### src/rtl/jk_pkg.sv
// Shared definitions for the JK bank driver: controller states and excitation styles.
package jk_pkg;

    typedef enum logic [1:0] {
        ST_RUN    = 2'd0,
        ST_FAULT  = 2'd1,
        ST_RESYNC = 2'd2
    } jk_state_e;

    localparam int unsigned EXC_SR  = 0;
    localparam int unsigned EXC_TOG = 1;

endpackage : jk_pkg

### src/rtl/jk_excite.sv
// Per-bit J/K excitation that moves a JK bank from value e_i to value n_i in one edge.
module jk_excite
    import jk_pkg::*;
#(
    parameter int unsigned W      = 4,
    parameter int unsigned TOGGLE = EXC_SR
) (
    input  logic [W-1:0] e_i,
    input  logic [W-1:0] n_i,
    output logic [W-1:0] j_o,
    output logic [W-1:0] k_o
);

    generate
        if (TOGGLE == EXC_TOG) begin : g_toggle
            // Toggle exactly the bits that differ.
            assign j_o = n_i ^ e_i;
            assign k_o = n_i ^ e_i;
        end else begin : g_set_reset
            // Set rising bits, reset falling bits; never J=K=1.
            assign j_o = n_i & ~e_i;
            assign k_o = ~n_i & e_i;
        end
    endgenerate

endmodule : jk_excite

### src/rtl/jk_counter_driver.sv
// Count/load controller for a JK flip-flop bank: tracks the expected bank value,
// detects Q-feedback mismatches, freezes on fault and resynchronises from Q on clear.
module jk_counter_driver
    import jk_pkg::*;
#(
    parameter int unsigned W      = 4,
    parameter int unsigned TOGGLE = EXC_SR
) (
    input  logic         clk_i,
    input  logic         rst_ni,
    input  logic         en_i,
    input  logic         up_i,
    input  logic         load_i,
    input  logic [W-1:0] d_i,
    input  logic         clr_i,
    input  logic [W-1:0] qfb_i,
    output logic [W-1:0] j_c_o,
    output logic [W-1:0] k_c_o,
    output logic [W-1:0] exp_o,
    output logic         wrap_o,
    output logic         err_o
);

    jk_state_e    state_q, state_d;
    logic [W-1:0] exp_q, exp_d;
    logic         wrap_q, wrap_d;
    logic         err_q, err_d;
    logic [W-1:0] next_c;
    logic         mismatch_c;

    assign mismatch_c = (qfb_i != exp_q);

    // Next-state, next-value and flag logic; next_c == exp_q keeps J=K=0.
    always_comb begin
        state_d = state_q;
        exp_d   = exp_q;
        wrap_d  = 1'b0;
        err_d   = err_q;
        next_c  = exp_q;
        case (state_q)
            ST_RUN: begin
                if (mismatch_c) begin
                    state_d = ST_FAULT;
                    err_d   = 1'b1;
                end else begin
                    if (load_i) begin
                        next_c = d_i;
                    end else if (en_i) begin
                        next_c = up_i ? (exp_q + W'(1)) : (exp_q - W'(1));
                    end
                    exp_d  = next_c;
                    wrap_d = en_i & ~load_i & (up_i ? (exp_q == {W{1'b1}})
                                                    : (exp_q == {W{1'b0}}));
                end
            end
            ST_FAULT: begin
                if (clr_i) begin
                    state_d = ST_RESYNC;
                end
            end
            ST_RESYNC: begin
                exp_d   = qfb_i;
                err_d   = 1'b0;
                state_d = ST_RUN;
            end
            default: begin
                state_d = ST_RUN;
            end
        endcase
    end

    always_ff @(posedge clk_i or negedge rst_ni) begin
        if (!rst_ni) begin
            state_q <= ST_RUN;
            exp_q   <= '0;
            wrap_q  <= 1'b0;
            err_q   <= 1'b0;
        end else begin
            state_q <= state_d;
            exp_q   <= exp_d;
            wrap_q  <= wrap_d;
            err_q   <= err_d;
        end
    end

    jk_excite #(
        .W      (W),
        .TOGGLE (TOGGLE)
    ) u_excite (
        .e_i (exp_q),
        .n_i (next_c),
        .j_o (j_c_o),
        .k_o (k_c_o)
    );

    assign exp_o  = exp_q;
    assign wrap_o = wrap_q;
    assign err_o  = err_q;

endmodule : jk_counter_driver

### config.mk
export PLATFORM = sky130hd
export DESIGN_NAME = jk_counter_driver
export DESIGN_NICKNAME = d
export VERILOG_FILES = /design/src/rtl/jk_pkg.sv /design/src/rtl/jk_excite.sv /design/src/rtl/jk_counter_driver.sv
export SDC_FILE = /design/constraint.sdc
export NUM_CORES = 1
export LEC_CHECK = 0
export ABC_AREA = 0
export BUFFER_PORTS_ARGS = -buffer_cell sky130_fd_sc_hd__buf_2
export CAP_MARGIN = 30
export CORE_MARGIN = 10
export CORE_UTILIZATION = 48
export DETAILED_ROUTE_END_ITERATION = 10
export PLACE_DENSITY = 0.74
export SLEW_MARGIN = 0
export SYNTH_ARGS = -nofsm -noshare
export SYNTH_HDL_FRONTEND = slang
export SYNTH_SLANG_ARGS = --single-unit
### constraint.sdc
create_clock -name clk_i -period 3 [get_ports clk_i]
set_input_delay 0.75 -clock clk_i [delete_from_list [all_inputs] [get_ports clk_i]]
set_output_delay 0.75 -clock clk_i [all_outputs]
set_load 0.005 [all_outputs]
==> results by stage <==
STA:
- The share of the clock period used by the worst path after layout is a little over nine tenths.
- The final-layout worst hold slack is 333 ps.
- The number of endpoints with negative hold slack in the final report is 0.
- After layout, the worst setup slack is around 45 ps.
- The setup clock skew after layout is 0.184 ps.
- The total of endpoints with negative setup slack in the final report is 0.
- The slew at the pin closest to its max-slew limit is 474 ps.
- For the final routed database, the setup TNS stands at 0 ps.
- The relative slew slack is about two thirds.
- The worst path in the final design needs a cycle of between 2000 and 3000 ps, including I/O delays and setup.
- The final count of pins violating max slew is 0.
- Derived from the worst setup path, the maximum achievable clock frequency is between 0.3 and 0.4 GHz.

Worst setup path:
- The first element of the critical path is up_i.
- The kind of end point of the critical path is an output pin.
- The element type at the critical path start is an input port.
- The beginning of the worst register-to-register path is exp_o[0]$_DFFE_PN0P_.
- The startpoint-to-endpoint class of the critical path is input port to output pin.
- The required arrival time at the worst endpoint is about 2300 ps.
- The critical path arrival is roughly 2200 ps.
- In this run the worst path has a maximum fanout of 4.

Route:
- The total length of routed wires is approximately 2400 µm.
- The initial DRC count is 18.
- The residual antenna-violating net count after detailed routing is 0.
- The average wire per standard cell is about 17 µm.
- The detailed-route via count is ~830.
- Using the TritonRoute via totals, the vias-per-cell ratio works out to between 5 and 6.
- For this run, the detailed router's first-pass iteration total came to 4.
- The count of unresolved DRC violations after routing is 0.

Yosys:
- The post-synthesis xor/xnor area fraction is a little over a tenth.
- The fraction of the mapped netlist area in compound gates is between 10% and 20%.
- The biggest area contributor in the post-synthesis netlist is dfrtp_1.
- By area, the combinational part of the netlist is dominated by simple AND/OR/NAND/NOR gates.
- Synthesis produced a netlist with a net count of ~110.
- The share of synthesized area in the top cell type comes to 25.0%.
- The proportion of synthesized area in mux cells is under 10%.
- Summing every instance area after synthesis gives 800 µm².
- Counting flops with a built-in enable in the synthesized netlist gives 0.
- Ranked by total cell area, the synthesized netlist is headed by dfrtp_1 (25%), a21oi_1 (7.5%), nor3_1 (4.4%).
- The most frequently used flop master after synthesis is dfrtp_1.
- The synthesized netlist devotes a little under a third of its cell area to simple gates.
- The synthesized netlist devotes approximately 5.6% of its cell area to adder and majority cells.
- The number of flip-flops and latches in the synthesized netlist is 8.
- Counting every instance in the synthesized netlist gives 91.
- The sequential area share after synthesis is roughly a quarter.
- Yosys printed 0 warnings.
- In this run the mean area of a mapped cell was between 8 and 9 µm².
- Counting distinct cell types in the post-synthesis netlist gives 39.
- The fraction of synthesis flops using an asynchronous set or reset pin is 100%.

Floorplan:
- Pin placement for this block handled 28 I/O pins.
- The floorplan step defined a die boundary enclosing approximately 0.0037 mm².
- The core outline area is between 0.0015 and 0.002 mm².
- From bottom edge to top edge, the die measures around 60 µm.
- The cell row count is 14.
- The floorplan step set the die width to 60.8 µm.
- Once the floorplan was initialized, standard cells occupied about half of the core.

Finish:
- The final design utilization is 71.6%.
- The area growth from synthesis to layout is 38.0%.
- In the final design database the tool counted approximately 140 nets.
- In the final layout, the share of cells above drive strength 1 is between 40% and 50%.
- The number of antenna diodes is 0.

Clock network:
- The number of clock buffers inserted by TritonCTS is 3.
- The hold-fix buffer count after cts is 0.
- TritonCTS built the clock tree.
- CTS built an H-tree with a depth of 1.
- The clock reaches the later pin of the worst-skew pair after around 240 ps.
- Clock-pin slew was measured on the worst setup and hold paths at ~50 ps.
- The buffer cell driving the clock tree root is clkbuf_4.
- The total clock sinks is 8.
- The clock passes through at most 2 buffers.

GRT:
- The initial antenna violation count came to 0.
- For this run, the total global-route usage over all layers was measured as between 10% and 20%.
- The via count of the first global-routing pass is 868.
- The first global-routing pass estimated roughly 3800 µm of wire.
- The maximum number of pins on one net before global-route repair is 12.
- The total overflow left after global routing is 0.

Placement:
- Before CTS, the worst setup slack after placement is -84.8 ps.
- Input and output buffers added on the ports amount to 27.
- The detailed placer's ending HPWL is approximately 1900 µm.
- At the end of routability-driven placement, the weighted congestion stood at a little under 0.9.

Job:
- Across the run, the number of max-cap violations was 0.

Hold path:
- The worst hold path belongs to the class input port to async pin.

Power and ir drop:
- The leakage power figure is ~0.49 nW.
- The worst-case IR drop observed on VDD is around 0.00056 V.
- The power per cell area is ~830 mW/mm².

Outcome:
- The run finished with clean final reports.
worst paths after layout:
check                                        to  cells after the start  slack [ps]
setup / recovery                       k_c_o[3]                      9          50
hold / removal                        async pin                      1         330
setup reg to reg                           flop                      7        1120
hold reg to reg               err_o$_DFFE_PN0P_                      2         530
max in group asynchronous  exp_o[0]$_DFFE_PN0P_                      1        2500
min in group clk_i            err_o$_DFFE_PN0P_                      2         530
stage by stage:
stage                     power, W  instances  instance area [µm²]
final                     0.000919        141                 1100
after global placement    0.000717        136                  980
after global routing       0.00100        141                 1100
after detailed placement  0.000734        136                  980
after CTS                 0.000828        139                 1020
after floorplan           0.000581         91                  800
power breakdown:
part	leakage, nW	total [W]	switching [W]	internal (W)
Sequential	0.0944	0.000273	0.000118	0.000155
Clock	0.0138	0.0000772	0.0000318	0.0000455
Combinational	0.384	0.000568	0.000297	0.000271
Total	0.492	0.000919	0.000447	0.000472
cell families (layout without fill, tap and decap cells):
| kind of cell | Yosys count | count (layout) |
|---|---|---|
| xor gates and xnor gates | 6 | 6 |
| buffers and inverters | 12 | 46 |
| DFF | 8 | 8 |
| and+or+nand+nor | 38 | 38 |
| adders and majority gates | 3 | 3 |
| AOI/OAI and AO/OA | 22 | 22 |
| muxes | 2 | 2 |
cells in the final DEF, fill, tap and decap left out, drive strengths merged, types with 2 or more instances in the layout:
master / instances
nand3: 5
clkbuf: 3
xor2: 5
nor2: 4
o221ai: 3
and3: 3
inv: 6
nand2b: 3
nor3: 8
mux2i: 2
nor2b: 2
nor4: 3
ha: 2
a21oi: 12
nand2: 4
dfrtp: 8
buf: 37
timing repair:
item                       in CTS  in global routing
setup endpoints to repair       2                  6
gates resized for setup         4                 14
setup buffers                   0                  2
pin swaps                       0                  8
synth_stat cells, drive strengths merged (3+ instances only):
master	count
and3	3
a21oi	12
o221ai	3
nand3	5
clkbuf	4
nor2	4
nor4	3
dfrtp	8
xor2	5
nand2	4
nand2b	3
inv	6
nor3	8
final cells by class:
cell class | instances | area [µm²]
clock buffers | 3 | 22.5
fillers | 124 | 438
repair buffers | 37 | 213
multi-input cells | 71 | 621
inverters | 6 | 25.0
flip-flops and latches | 8 | 203
well taps | 16 | 20.0
layer usage:
metal  routed length [µm]  GRT usage [%]  up-vias
met5                    0              0        -
met4                    0           3.76        0
met3                  166           3.34        0
met2                 1300           22.7       31
met1                  969           14.1      398
li1                     -              -      404
critical path, stage by stage:
cell     delay [ps]
buf_4           100
inv_4            40
ha_4            300
a21oi_4          70
buf_4           130
a41o_1          230
nor3_2          250
and4_1          210
buf_2           110
Power figures use the tool's default switching activity.
